`src/rtl/multiplicador_secuencial_if.sv`:
```
// Handshake/data bundle for the sequential signed multiplier.
//   start    : request to begin a multiply (master -> slave)
//   A, B     : signed operands, sampled on the accept edge (master -> slave)
//   Producto : signed 2*WIDTH-bit product, held between operations (slave -> master)
//   busy     : operation in progress (slave -> master)
//   done     : one-cycle pulse when Producto has been updated (slave -> master)
interface multiplicador_secuencial_if #(
  parameter int unsigned WIDTH = 8
);
  logic                 start;
  logic [WIDTH-1:0]     A;
  logic [WIDTH-1:0]     B;
  logic [2*WIDTH-1:0]   Producto;
  logic                 busy;
  logic                 done;

  modport master (
    output start, A, B,
    input  Producto, busy, done
  );

  modport slave (
    input  start, A, B,
    output Producto, busy, done
  );
endinterface

```
`src/rtl/multiplicador_secuencial.sv`:
```
// Sequential signed shift-add multiplier: Producto = A * B, one partial-product bit per clock.
// Operands are reduced to magnitudes on accept, multiplied unsigned, and the sign is applied
// in a final FIX cycle.
// Ports:
//   clk : rising-edge clock
//   rst : asynchronous active-high reset
//   bus : multiplicador_secuencial_if.slave (start, A, B in; Producto, busy, done out)
// Optional feature: define MULT_EARLY_EXIT_EN to leave CALC as soon as the remaining
// multiplier magnitude is zero (data-dependent latency, identical results).
module multiplicador_secuencial #(
  parameter int unsigned WIDTH = 8
) (
  input logic                          clk,
  input logic                          rst,
  multiplicador_secuencial_if.slave    bus
);

  localparam int unsigned CntW = $clog2(WIDTH + 1);

  typedef enum logic [1:0] {StIdle, StCalc, StFix} state_e;

  state_e               state_q;
  logic [2*WIDTH-1:0]   mag_a_q;   // multiplicand magnitude, pre-shifted by iteration index
  logic [WIDTH-1:0]     mag_b_q;
  logic                 neg_q;
  logic [2*WIDTH-1:0]   acc_q;
  logic [CntW-1:0]      cnt_q;
  logic [2*WIDTH-1:0]   producto_q;
  logic                 busy_q;
  logic                 done_q;

  // Two's-complement negation of the most negative value yields 2^(WIDTH-1) as unsigned,
  // which is exactly its magnitude, so no saturation is needed.
  logic [WIDTH-1:0]     mag_a_in;
  logic [WIDTH-1:0]     mag_b_in;
  logic                 calc_last;

  assign mag_a_in = bus.A[WIDTH-1] ? (~bus.A + 1'b1) : bus.A;
  assign mag_b_in = bus.B[WIDTH-1] ? (~bus.B + 1'b1) : bus.B;

`ifdef MULT_EARLY_EXIT_EN
  assign calc_last = (cnt_q == CntW'(1)) || ((mag_b_q >> 1) == '0);
`else
  assign calc_last = (cnt_q == CntW'(1));
`endif

  always_ff @(posedge clk or posedge rst) begin
    if (rst) begin
      state_q    <= StIdle;
      mag_a_q    <= '0;
      mag_b_q    <= '0;
      neg_q      <= 1'b0;
      acc_q      <= '0;
      cnt_q      <= '0;
      producto_q <= '0;
      busy_q     <= 1'b0;
      done_q     <= 1'b0;
    end else begin
      done_q <= 1'b0;
      case (state_q)
        StIdle: begin
          if (bus.start) begin
            mag_a_q <= {{WIDTH{1'b0}}, mag_a_in};
            mag_b_q <= mag_b_in;
            neg_q   <= bus.A[WIDTH-1] ^ bus.B[WIDTH-1];
            acc_q   <= '0;
            cnt_q   <= CntW'(WIDTH);
            busy_q  <= 1'b1;
            state_q <= StCalc;
          end
        end
        StCalc: begin
          if (mag_b_q[0]) begin
            acc_q <= acc_q + mag_a_q;
          end
          mag_a_q <= mag_a_q << 1;
          mag_b_q <= mag_b_q >> 1;
          cnt_q   <= cnt_q - CntW'(1);
          if (calc_last) begin
            state_q <= StFix;
          end
        end
        StFix: begin
          // Negating zero gives zero, so no negative-zero special case.
          producto_q <= neg_q ? (~acc_q + 1'b1) : acc_q;
          done_q     <= 1'b1;
          busy_q     <= 1'b0;
          state_q    <= StIdle;
        end
        default: begin
          state_q <= StIdle;
        end
      endcase
    end
  end

  assign bus.Producto = producto_q;
  assign bus.busy     = busy_q;
  assign bus.done     = done_q;

endmodule

```
`src/flat_wrapper.sv`:
```
// flat-port wrapper written by rule: the top's interface ports become plain ports
module multiplicador_secuencial_flat 
#(
  parameter int unsigned WIDTH = 8
)
  (clk, rst, bus_start, bus_A, bus_B, bus_Producto, bus_busy, bus_done);
  multiplicador_secuencial_if #(.WIDTH(WIDTH)) bus_i ();
  input logic clk;
  input logic rst;
  input wire logic [$bits(bus_i.start)-1:0] bus_start;
  input wire logic [$bits(bus_i.A)-1:0] bus_A;
  input wire logic [$bits(bus_i.B)-1:0] bus_B;
  output wire logic [$bits(bus_i.Producto)-1:0] bus_Producto;
  output wire logic [$bits(bus_i.busy)-1:0] bus_busy;
  output wire logic [$bits(bus_i.done)-1:0] bus_done;
  assign bus_i.start = bus_start;
  assign bus_i.A = bus_A;
  assign bus_i.B = bus_B;
  assign bus_Producto = bus_i.Producto;
  assign bus_busy = bus_i.busy;
  assign bus_done = bus_i.done;
  multiplicador_secuencial #(.WIDTH(WIDTH)) u_core (.clk(clk), .rst(rst), .bus(bus_i));
endmodule
```
`config.mk`:
```
export PLATFORM = sky130hd
export DESIGN_NAME = multiplicador_secuencial_flat
export DESIGN_NICKNAME = d
export VERILOG_FILES = /design/src/rtl/multiplicador_secuencial_if.sv /design/src/rtl/multiplicador_secuencial.sv /design/src/flat_wrapper.sv
export SDC_FILE = /design/constraint.sdc
export NUM_CORES = 1
export LEC_CHECK = 0
export ABC_AREA = 0
export CAP_MARGIN = 20
export CORE_ASPECT_RATIO = 1.75
export CORE_MARGIN = 2
export CORE_UTILIZATION = 55
export CTS_BUF_LIST = sky130_fd_sc_hd__clkbuf_2
export DETAILED_ROUTE_END_ITERATION = 7
export HOLD_SLACK_MARGIN = 0.06
export PLACE_DENSITY = 0.87
export SYNTH_ARGS = -nofsm -noshare
export SYNTH_HDL_FRONTEND = slang
export SYNTH_SLANG_ARGS = --single-unit
```
`constraint.sdc`:
```
create_clock -name clk -period 2.6 [get_ports clk]
set_input_delay 0.26 -clock clk [delete_from_list [all_inputs] [get_ports clk]]
set_output_delay 0.26 -clock clk [all_outputs]
set_load 0.03 [all_outputs]
```
* Yosys cells after proc, flatten, opt, wreduce, memory -nomap -nowiden
Index checks and enable logic that the tools add are counted.
** Word-level totals
- Input port bits :: 19
- Logic and storage cells :: 50
- Flip-flop bits (word level) :: 65
** Cells by class
- $add $sub $neg :: 5
- Muxes and demuxes :: 18
- Eq/ne operators :: 6
- Bitwise logic cells :: 4
- Reduce and logical (&&, ||, !) cells :: 8
** Operators by type and width (number)
- 16-bit 2-to-1 mux :: 4
- 16-bit one-hot mux with 2 select lines :: 2
- 8-bit 2-to-1 mux :: 3
- 16-bit by 1-bit adder with 16-bit output, second input constant :: 1
- 16-bit adder :: 1
- 8-bit by 1-bit adder with 8-bit output, second input constant :: 2
- 16-bit NOT :: 1
- 8-bit NOT :: 2
- 8-bit one-hot mux with 2 select lines :: 1
- 4-bit one-hot mux with 2 select lines :: 1
- 2-bit AND reduction :: 4
- 4-bit by 1-bit equality test with 1-bit output, second input constant :: 1
- 2-bit 2-to-1 mux :: 2
- 4-bit 2-to-1 mux :: 1
- 2-bit by 1-bit != test with 1-bit output, second input constant :: 2
- 2-bit one-hot mux with 2 select lines :: 1
- 2-bit nonzero test :: 2
- 4-bit by 1-bit subtractor with 4-bit output, second input constant :: 1
- 3-bit AND reduction :: 1
- 2-bit by 1-bit equality test with 1-bit output, second input constant :: 1
- 2-bit equality test, second input constant :: 1
- 2-bit zero test :: 1
- 1-bit 2-to-1 mux :: 2
- 2-bit != test, second input constant :: 1
- 2 further kinds :: 2

* Depth between registers and ports, before layout
Gate-level depths: netlist (run 1).
- Depth in word-level cells :: 5
- Mapped depth :: 9

* Least setup slack after synthesis (run 1)
Ideal clock, no wire load.
- Path kind :: reg2reg
- Start point :: reg u_core.acc_q[5]
- End point :: reg u_core.acc_q[15]
- Period minus slack after synthesis :: 2212 ps
- Stages on the path, launching flop included :: 8
- Path slack :: 388 ps
- Arrival :: 2108 ps
- Library setup time :: 104 ps
- Cell sequence :: dfrtp_1 ha_1 and3_1 or3b_4 a21oi_4 nor3_1 or4b_1 o311ai_1
** Between the ends
- Word-level cells in the longest chain between the ends :: 3
** RTL lines
- start, declared :: line multiplicador_secuencial.sv:26 : logic [2*WIDTH-1:0] acc_q;
- start signal, assigned :: line multiplicador_secuencial.sv:74 : acc_q <= acc_q + mag_a_q;
- 16-bit adder :: line multiplicador_secuencial.sv:74
- 16-bit 2-to-1 mux :: line multiplicador_secuencial.sv:73 : if (mag_b_q[0]) begin
- 16-bit one-hot mux with 2 select lines :: line multiplicador_secuencial.sv:60 : case (state_q)
No other way between the ends. The select of a mux whose other input is x is not followed.
A chain may end at the register's enable or synchronous reset.

* Worst setup path after layout (run 1)
- Start point :: reg u_core.acc_q[0]
- End point :: reg u_core.acc_q[12]
Same word-level chain as after synthesis.

==> flow_summary_export.csv, run 1 <==
group,metric,value,unit
timing,hold_viol,0,
worst_setup_path,critPathSlowestCell,"dfrtp_1",
synthesis,synthCells,427,
floorplan,core_area,6860,µm²
timing,worst_pin_slew,0.626,ns
worst_setup_path,crit_chain,"ha_1, inv_1, fa_1, nor2b_1, o2111ai_1, a21oi_1, o211ai_1, mux2i_1, o311ai_0",
worst_setup_path,cp.depth,9,
clock_tree,cts_max_level,3,
clock_tree,cts_tree,"yes",
power_and_ir_drop,power_density,1340,nW/µm²
run,maxCapViolCount,0,
synthesis,syn_nets,467,
detailed_routing,avgRoutedWirePerCell,16.4,µm
timing,max_freq,411,MHz
floorplan,start_util,0.568,
power_and_ir_drop,p_seq_frac,0.325,
clock_tree,path_clk_slew,0.17,ns
synthesis,synth_ff_type,"dfrtp_1",
detailed_routing,routed_via_density,6.11,
timing,tns,0,ns
worst_setup_path,cp.arrival,2.84,ns
worst_setup_path,critPathTopFamily,"compound AO/OA/AOI/OAI gates",
power_and_ir_drop,power.internal,3.17,mW
clock_tree,cts_buffers,9,
floorplan,die_w,67.6,µm
global_route,grtUsageTotal,0.265,
timing,min_period,2.43,ns
timing,slew_viol_final,0,
floorplan,fp.dieArea,7790,µm²
detailed_routing,vias,3398,
placement,port_buffers,36,
power_and_ir_drop,leakage,2.02,nW
clock_tree,cts_max_path_buffers,2,
worst_hold_path,worstHoldPathType,"in -> async",
worst_setup_path,worst-path-buf-inv,1,
synthesis,ys_types,51,
clock_tree,hold_buffers,0,
synthesis,yosys_register_bits,65,
floorplan,rows,40,
placement,hpwlAfterDp,7060,µm
synthesis,synth_top_area_cell,"dfrtp_1",
worst_setup_path,rr_worst_depth,9,
clock_tree,postCtsSetupRepairBufs,0,
synthesis,yosys_warnings,0,
clock_tree,clkLatencyLatePin,0.53,ns
global_route,grt_pass1_vias,3404,
clock_tree,root_buffer,"clkbuf_2",
power_and_ir_drop,p_clk_frac,0.096,
floorplan,io_pins,37,
layout,diodes,0,
power_and_ir_drop,switching_power,2.82,mW
layout,nets,507,
placement,placed_cells,540,
detailed_routing,wl,9140,µm
timing,setup_violations,0,
timing,max_slew_margin,0.582,
timing,rsz0062_at_grt,"false",
synthesis,synth_area_leaders,"dfrtp_1, ha_1, nand2_1, o21ai_0, xnor2_1",
worst_setup_path,max_stage_delay,0.46,ns
clock_tree,post_cts_resized,0,
layout,fin_cells,556,
detailed_routing,drcViolationCount,0,
global_route,grt_max_degree,39,
timing,period_share,0.936,
clock_tree,clock-sinks,65,
worst_setup_path,cp_data_required_time,3.00,ns
detailed_routing,ant_nets,0,
synthesis,synth-edff-count,0,
worst_setup_path,endpoint_kind,"flop",
global_route,overflow,0,
synthesis,synth_common_cells,"dfrtp_1, nand2_1, o21ai_0",
power_and_ir_drop,switching_share,0.471,
synthesis,synth_top_area_frac,0.418,
synthesis,yosysSeqAreaShare,0.418,
floorplan,die_y,115,µm
synthesis,yosysMostFrequentCell,"dfrtp_1",
detailed_routing,dr.pass1.iters,4,
layout,area_growth,15.1,%
worst_setup_path,criticalPathCategory,"reg -> reg",
detailed_routing,drt_iter0_drc,249,
power_and_ir_drop,p_comb_frac,0.579,
worst_setup_path,start_kind,"flop",
synthesis,syn_area_per_cell,9.11,µm²
timing,fin_worst_skew,0.0199,ns
outcome,status,"finished clean",
worst_setup_path,worstPathMaxFanout,5,
synthesis,synth_area,3890,µm²
worst_setup_path,r2r_slack,0.17,ns
synthesis,ys_async_sr_fraction,1.00,
global_route,grt_pass1_wl,15500,µm
global_route,antenna_found_initial,0,
layout,drive_gt1_frac,0.0636,
power_and_ir_drop,irDropWorstVdd,0.000599,V
placement,routabilityCongestion,0.896,
==> metrics by stage <==
| stage | hold slack [ns] | power [mW] | worst slack [ns] | utilization | area (µm²) |
|---|---|---|---|---|---|
| 2_1_floorplan | 0.440 | 4.40 | 0.388 | - | 3890 |
| 3_3_place_gp | 0.460 | 5.18 | 0.321 | 0.637 | 4370 |
| 3_5_place_dp | 0.469 | 5.40 | 0.191 | 0.638 | 4370 |
| 4_1_cts | 0.0982 | 5.96 | 0.153 | 0.653 | 4480 |
| 5_1_grt | 0.131 | 6.47 | 0.0373 | 0.653 | 4480 |
| 6_report | 0.0998 | 6.00 | 0.166 | 0.653 | 4480 |
==> logic make-up (layout without fill, tap and decap cells) <==
kind of cell               count (synthesis)  count (layout)  synth area share
AOI/OAI and AO/OA                        150             150             0.244
and+or+nand+nor                          114             114             0.143
DFF                                       65              65             0.418
buffers and inverters                     38              83            0.0367
xor gates and xnor gates                  36              36            0.0810
adders and majority gates                 21              21            0.0695
muxes                                      3               3           0.00772
==> flip-flops by register name (all words and copies together) (netlist names) <==
name and flops:
u_core.acc_q 16, u_core.cnt_q 4, u_core.bus.busy 1, u_core.bus.Producto 16
u_core.neg_q 1, u_core.bus.done 1, u_core.mag_b_q 8, u_core.state_q 2
u_core.mag_a_q 16
==> power groups by stage <==
stage	clock, mW	combinational, mW	sequential [mW]
after detailed placement	0	3.43	1.97
after CTS	0.581	3.44	1.94
final	0.573	3.47	1.95
after floorplan	0	2.37	2.03
after global routing	0.620	3.84	2.01
after global placement	0	3.25	1.93
==> layer usage <==
metal,vias to the layer above,wire [µm],track usage
met3,35,394,0.0538
met1,1622,3270,0.267
li1,1632,-,-
met4,0,432,0.173
met2,109,5040,0.474
met5,-,0,0
==> layout make-up <==
type / count / area, µm²
Tap cell: 84 / 105
Sequential cell: 65 / 1630
Inverter: 22 / 82.6
Timing Repair Buffer: 45 / 438
Fill cell: 592 / 2380
Clock inverter: 5 / 46.3
Multi-Input combinational cell: 324 / 2130
Clock buffer: 11 / 55.1
==> path summary, 6_finish.rpt <==
path,from,endpoint
setup / recovery,u_core.acc_q[0]$_DFFE_PP0P_,u_core.acc_q[12]$_DFFE_PP0P_
hold / removal,rst,u_core.bus.Producto[8]$_DFFE_PP0P_
setup reg to reg,u_core.acc_q[0]$_DFFE_PP0P_,u_core.acc_q[12]$_DFFE_PP0P_
hold reg to reg,u_core.bus.Producto[7]$_DFFE_PP0P_,u_core.bus.Producto[7]$_DFFE_PP0P_
max in group asynchronous,rst,u_core.mag_a_q[9]$_DFFE_PP0P_
min in group clk,bus_A[6],u_core.mag_a_q[7]$_DFFE_PP0P_
==> placed cells by master, fill, tap and decap left out, types with 2 or more instances in the layout <==
| cell type | n |
|---|---|
| nand2b_1 | 5 |
| nor4_1 | 2 |
| o21ai_1 | 2 |
| a21o_1 | 6 |
| o31ai_1 | 7 |
| and2_1 | 2 |
| o41ai_1 | 3 |
| nor3_1 | 3 |
| a22o_1 | 11 |
| o22ai_1 | 28 |
| inv_1 | 20 |
| mux2i_1 | 3 |
| a211oi_1 | 2 |
| nand3_1 | 4 |
| clkinv_1 | 4 |
| dfrtp_1 | 65 |
| xor2_1 | 12 |
| nor2_1 | 15 |
| ha_1 | 20 |
| nand2_1 | 61 |
| or3_1 | 5 |
| clkdlybuf4s50_1 | 36 |
| o211ai_1 | 3 |
| o2111ai_1 | 2 |
| a2bb2oi_1 | 2 |
| clkbuf_2 | 11 |
| and4_1 | 2 |
| o21ai_0 | 44 |
| a21oi_1 | 27 |
| xnor2_1 | 24 |
| a22oi_1 | 2 |
| and3_1 | 2 |
| nor2b_1 | 4 |
| nor3b_1 | 2 |
| buf_4 | 7 |
Power figures use the tool's default switching activity.
==> run 2, diff against run 1 <==
--- a/config.mk
+++ b/config.mk
@@ -14,6 +14,8 @@
 export DETAILED_ROUTE_END_ITERATION = 7
 export HOLD_SLACK_MARGIN = 0.06
 export PLACE_DENSITY = 0.87
+export REMOVE_ABC_BUFFERS = 1
+export SLEW_MARGIN = 20
 export SYNTH_ARGS = -nofsm -noshare
 export SYNTH_HDL_FRONTEND = slang
 export SYNTH_SLANG_ARGS = --single-unit
==> run 2 against run 1 <==
Final cell count stayed put. Global-route usage down 1.4 points. Sequential power about the same. Highest routed layer unchanged. Die area unchanged. Critical path depth down 2. Utilization down 0.31 points. Power down 3.1%. Register-to-register slack improved by 0.02 ns.
==> flow_summary_export.csv, run 2 (same netlist as run 1, synthesis figures left out) <==
group,metric,value,unit
outcome,status,"finished clean",
power_and_ir_drop,leakage,2.00,nW
detailed_routing,routed_via_density,6.01,
floorplan,die_y,115,µm
clock_tree,cts_buffers,9,
power_and_ir_drop,irDropWorstVdd,0.000633,V
clock_tree,postCtsSetupRepairBufs,0,
floorplan,start_util,0.568,
global_route,grt_max_degree,43,
timing,hold_viol,0,
layout,final_cell_mix,"dfrtp_1, nand2_1, o21ai_0",
worst_setup_path,cp_data_required_time,3.03,ns
layout,multi_input_area,2120,µm²
layout,nets,508,
global_route,antenna_found_initial,0,
detailed_routing,drt_iter0_drc,245,
worst_hold_path,worstHoldPathType,"in -> reg",
timing,slew_viol_final,0,
layout,area_growth,14.6,%
detailed_routing,drcViolationCount,0,
timing,max_freq,414,MHz
detailed_routing,vias,3341,
floorplan,die_w,67.6,µm
power_and_ir_drop,power_density,1300,nW/µm²
floorplan,fp.dieArea,7790,µm²
worst_setup_path,endpoint_kind,"flop",
global_route,grt_pass1_wl,14800,µm
clock_tree,clkLatencyLatePin,0.54,ns
timing,worst_pin_slew,0.738,ns
run,maxCapViolCount,0,
layout,drive_gt1_frac,0.0614,
clock_tree,cts_tree,"yes",
clock_tree,clock-sinks,65,
detailed_routing,dr.pass1.iters,4,
layout,regArea,1630,µm²
timing,fin_worst_skew,0.0239,ns
clock_tree,cts_max_path_buffers,2,
placement,hpwlAfterDp,6760,µm
global_route,grt_pass1_vias,3389,
layout,fillers,560,
layout,layout_commonest_cell,"dfrtp_1",
worst_setup_path,cp.arrival,2.84,ns
timing,rsz0062_at_grt,"false",
timing,fin_hold_ws,0.423,ns
floorplan,core_area,6860,µm²
timing,max_slew_margin,0.505,
placement,placed_cell_area,4380,µm²
placement,routabilityCongestion,0.922,
layout,diodes,0,
clock_tree,path_clk_slew,0.17,ns
timing,min_period,2.41,ns
layout,finalCoreUtilization,0.650,
global_route,grtUsageTotal,0.251,
clock_tree,root_buffer,"clkbuf_2",
floorplan,io_pins,37,
clock_tree,cts_max_level,3,
placement,port_buffers,36,
worst_setup_path,criticalPathCategory,"reg -> reg",
timing,period_share,0.928,
global_route,overflow,0,
detailed_routing,wl,8780,µm
layout,design_area,4460,µm²
detailed_routing,avgRoutedWirePerCell,15.8,µm
floorplan,rows,40,
timing,tns,0,ns
detailed_routing,ant_nets,0,
worst_setup_path,worstPathMaxFanout,5,
worst_setup_path,start_kind,"flop",
timing,setup_violations,0,
[run 2: area by class of cell]
type	count	share of cell area
multi-input cells	324	0.476
flip-flops and latches	65	0.365
repair buffers	46	0.101
well taps	84	0.0236
inverters	22	0.0185
clock buffers	9	0.0101
clock inverters	6	0.00589
[run 2: final timing paths]
check | from | to | slack, ns | cells after the start
hold reg to reg | u_core.bus.Producto[1]$_DFFE_PP0P_ | u_core.bus.Producto[1]$_DFFE_PP0P_ | 0.49 | 2
setup reg to reg | u_core.mag_a_q[6]$_DFFE_PP0P_ | u_core.acc_q[15]$_DFFE_PP0P_ | 0.19 | 7
max in group asynchronous | rst | u_core.bus.Producto[5]$_DFFE_PP0P_ | 1.34 | 4
setup / recovery | u_core.mag_a_q[6]$_DFFE_PP0P_ | u_core.acc_q[15]$_DFFE_PP0P_ | 0.19 | 7
hold / removal | bus_A[6] | u_core.mag_a_q[7]$_DFFE_PP0P_ | 0.42 | 3
min in group asynchronous | rst | u_core.mag_b_q[5]$_DFFE_PP0P_ | 0.64 | 3
[run 2: timing repair]
item,in CTS,in global routing
endpoints found under the hold margin,4,0
gates resized for setup,0,1
endpoints found under the setup margin,0,2
hold buffers,1,0
[run 2: metrics by stage]
step	instances	setup slack [ns]	power, mW
after floorplan	411	0.388	4.36
after global placement	540	0.306	5.17
after detailed placement	540	0.223	5.34
after CTS	556	0.174	5.79
after global routing	556	0.00575	6.29
final	556	0.187	5.81
[run 2: worst max-delay path: stages (launching register included)]
cell	delay [ns]
dfrtp_1	0.46
ha_1	0.38
and3_1	0.22
or3b_4	0.42
a21oi_4	0.15
nor3_1	0.06
or4b_1	0.52
o311ai_1	0.11
[run 2: routing by layer]
metal	global-route usage	vias to the layer above	wire (µm)
li1	-	1634	-
met3	0.0499	32	330
met2	0.460	93	4840
met5	0	-	0
met4	0.151	0	356
met1	0.247	1582	3260
[run 2: power by group]
group | switching, mW | internal [mW] | leakage, nW | total, mW
sequential | 0.487 | 1.46 | 0.784 | 1.95
clock | 0.353 | 0.106 | 0.0538 | 0.459
combinational | 1.92 | 1.47 | 1.17 | 3.40
total | 2.76 | 3.04 | 2.00 | 5.81
==> run 3, diff against run 2 <==
--- a/config.mk
+++ b/config.mk
@@ -9,11 +9,11 @@
 export CAP_MARGIN = 20
 export CORE_ASPECT_RATIO = 1.75
 export CORE_MARGIN = 2
-export CORE_UTILIZATION = 55
+export CORE_UTILIZATION = 54
 export CTS_BUF_LIST = sky130_fd_sc_hd__clkbuf_2
 export DETAILED_ROUTE_END_ITERATION = 7
 export HOLD_SLACK_MARGIN = 0.06
-export PLACE_DENSITY = 0.87
+export PLACE_DENSITY = 0.89
 export REMOVE_ABC_BUFFERS = 1
 export SLEW_MARGIN = 20
 export SYNTH_ARGS = -nofsm -noshare
==> constraint.sdc (replaced) <==
create_clock -name clk -period 2.04 [get_ports clk]
set_input_delay 0.204 -clock clk [delete_from_list [all_inputs] [get_ports clk]]
set_output_delay 0.204 -clock clk [all_outputs]
set_load 0.03 [all_outputs]
==> run 3 against run 2 <==
The flow now finishes with violations (setup timing). Clock power rose by 60%. Count of clock-buffer cells in the layout increased by 2. Sequential share of layout area fell by 5.2 points. Global-route usage rose by 2.4 points. Die area up 1.8%. Final cell count grew 11%. First-iteration DRC count increased by 44%. Highest routed layer unchanged.
==> flow_summary_export.csv, run 3 (same netlist as run 1, synthesis figures left out) <==
group,metric,value,unit
placement,port_buffers,36,
detailed_routing,dr.pass1.iters,5,
floorplan,rows,41,
power_and_ir_drop,power.internal,5.19,mW
worst_setup_path,r2r-end,"u_core.acc_q[15]$_DFFE_PP0P_",
worst_hold_path,hold_depth,3,
worst_hold_path,min_to,"u_core.mag_b_q[0]$_DFFE_PP0P_",
power_and_ir_drop,p_comb_frac,0.672,
placement,pre_cts_slack,-0.224,ns
power_and_ir_drop,switching_share,0.461,
worst_setup_path,critPathSlowestCell,"or4b_1",
layout,fin_cells,615,
timing,max_slew_margin,0.462,
global_route,antenna_found_initial,0,
worst_setup_path,cp.arrival,2.71,ns
placement,routabilityCongestion,0.881,
worst_setup_path,crit_chain,"ha_4, and3_4, or3b_4, a21oi_4, nor3_1, or4b_1, o311ai_1",
layout,area_growth,33.7,%
worst_setup_path,timing.rr.start,"u_core.acc_q[5]$_DFFE_PP0P_",
detailed_routing,routed_via_density,6.31,
detailed_routing,ant_nets,0,
detailed_routing,drt_iter0_drc,354,
timing,setup_violations,10,
layout,multi_input_area,2400,µm²
clock_tree,clkLatencyLatePin,0.52,ns
outcome,status,"finished, violations left",
floorplan,core_area,7080,µm²
worst_hold_path,worstHoldStart,"bus_B[0]",
clock_tree,cts_max_level,3,
timing,worst_slack,-0.237,ns
timing,min_period,2.28,ns
timing,max_freq,439,MHz
worst_setup_path,start_kind,"flop",
detailed_routing,wl,11300,µm
layout,nets,564,
clock_tree,path_clk_slew,0.18,ns
worst_setup_path,rr_worst_depth,7,
worst_setup_path,cp_data_required_time,2.48,ns
floorplan,die_w,68.2,µm
clock_tree,cts_buffers,9,
layout,final_cell_mix,"dfrtp_1, buf_4, nand2_1",
layout,diodes,0,
worst_hold_path,worstHoldPathType,"in -> reg",
clock_tree,root_buffer,"clkbuf_2",
power_and_ir_drop,p_clk_frac,0.076,
power_and_ir_drop,irDropWorstVdd,0.000925,V
power_and_ir_drop,switching_power,4.45,mW
detailed_routing,drcViolationCount,0,
global_route,grt_pass1_wl,16300,µm
power_and_ir_drop,leakage,2.33,nW
run,maxCapViolCount,0,
layout,finalCoreUtilization,0.735,
detailed_routing,vias,3881,
worst_setup_path,max_stage_delay,0.51,ns
clock_tree,clock-sinks,65,
floorplan,die_y,116,µm
timing,rsz0062_at_grt,"true",
global_route,grtUsageTotal,0.274,
power_and_ir_drop,power_density,1850,nW/µm²
timing,slew_viol_final,0,
layout,fillers,467,
worst_setup_path,endpoint_kind,"flop",
placement,hpwlAfterDp,7330,µm
clock_tree,cts_max_path_buffers,2,
global_route,overflow,0,
floorplan,start_util,0.550,
global_route,grt_max_degree,66,
timing,hold_viol,0,
layout,design_area,5200,µm²
timing,fin_hold_ws,0.417,ns
outcome,violations,"setup timing",
timing,worst_pin_slew,0.807,ns
timing,period_share,1.12,
placement,placed_cell_area,4710,µm²
layout,layout_commonest_cell,"dfrtp_1",
detailed_routing,avgRoutedWirePerCell,18.3,µm
layout,drive_gt1_frac,0.227,
worst_setup_path,r2r_slack,-0.24,ns
floorplan,fp.dieArea,7930,µm²
global_route,grt_pass1_vias,3686,
worst_setup_path,worstPathMaxFanout,3,
placement,placed_cells,586,
power_and_ir_drop,p_seq_frac,0.252,
timing,fin_worst_skew,0.0324,ns
clock_tree,cts_tree,"yes",
floorplan,io_pins,37,
layout,regArea,1630,µm²
worst_setup_path,criticalPathCategory,"reg -> reg",
==> run 3: cell types whose count changed in the layout (fill, tap and decap cells not counted), sizes merged <==
cell	previous run	this run
buf	9	65
clkbuf	9	11
clkinv	7	5
bufinv	0	1
==> run 3: critical path: cells and delay by family (launching register included) <==
kind / cells / cell delay, ns
AND/OR/NAND/NOR: 4 / 1.17
AO/OA/AOI/OAI: 2 / 0.26
flip-flops: 1 / 0.48
adder cells (fa/ha/maj): 1 / 0.30
==> run 3: layer usage <==
| metal | wire length [µm] | part of all wire | up-vias | track usage |
|---|---|---|---|---|
| met5 | 0 | 0 | - | 0 |
| li1 | - | - | 1746 | - |
| met3 | 618 | 0.055 | 51 | 0.0424 |
| met2 | 6010 | 0.53 | 209 | 0.498 |
| met1 | 4100 | 0.36 | 1875 | 0.279 |
| met4 | 544 | 0.048 | 0 | 0.177 |
==> run 3: what timing repair did <==
action / 4_1_cts / 5_1_grt
gates resized for setup: 17 / 40
hold buffers: 1 / 0
hold endpoints to repair: 61 / 0
pin swaps: 7 / 21
setup buffers: 5 / 7
endpoints found under the setup margin: 11 / 15
==> run 3: cell type report <==
type,count,area share
Clock buffer,11,0.0106
Clock inverter,5,0.00890
Inverter,22,0.0159
Multi-Input combinational cell,324,0.462
Sequential cell,65,0.313
Tap cell,86,0.0207
Timing Repair Buffer,102,0.169
==> run 3: worst max-delay path by stage <==
stage / endpoint / from / slack (ns)
3_3_place_gp: u_core.acc_q[15]$_DFFE_PP0P_ / u_core.acc_q[3]$_DFFE_PP0P_ / -0.13
4_1_cts: u_core.acc_q[15]$_DFFE_PP0P_ / u_core.acc_q[6]$_DFFE_PP0P_ / -0.15
6_report: u_core.acc_q[15]$_DFFE_PP0P_ / u_core.acc_q[5]$_DFFE_PP0P_ / -0.24
3_5_place_dp: u_core.acc_q[12]$_DFFE_PP0P_ / u_core.acc_q[1]$_DFFE_PP0P_ / -0.22
5_1_grt: u_core.acc_q[15]$_DFFE_PP0P_ / u_core.acc_q[5]$_DFFE_PP0P_ / -0.26
2_1_floorplan: u_core.acc_q[15]$_DFFE_PP0P_ / u_core.acc_q[5]$_DFFE_PP0P_ / -0.17
==> run 3: power groups by stage <==
stage	Clock, mW	Sequential, mW	Combinational (mW)
after global routing	0.810	2.48	6.93
after CTS	0.740	2.34	5.52
after floorplan	0	2.62	2.93
final	0.735	2.43	6.48
after global placement	0	2.31	5.02
after detailed placement	0	2.36	5.24
==> run 3: metrics by stage <==
step / setup TNS [ns] / power [mW]
finish: -1.15 / 9.64
global route: -2.07 / 10.2
CTS: -0.484 / 8.61
detailed placement: -1.22 / 7.60
global placement: -0.440 / 7.34
floorplan: -0.189 / 5.55
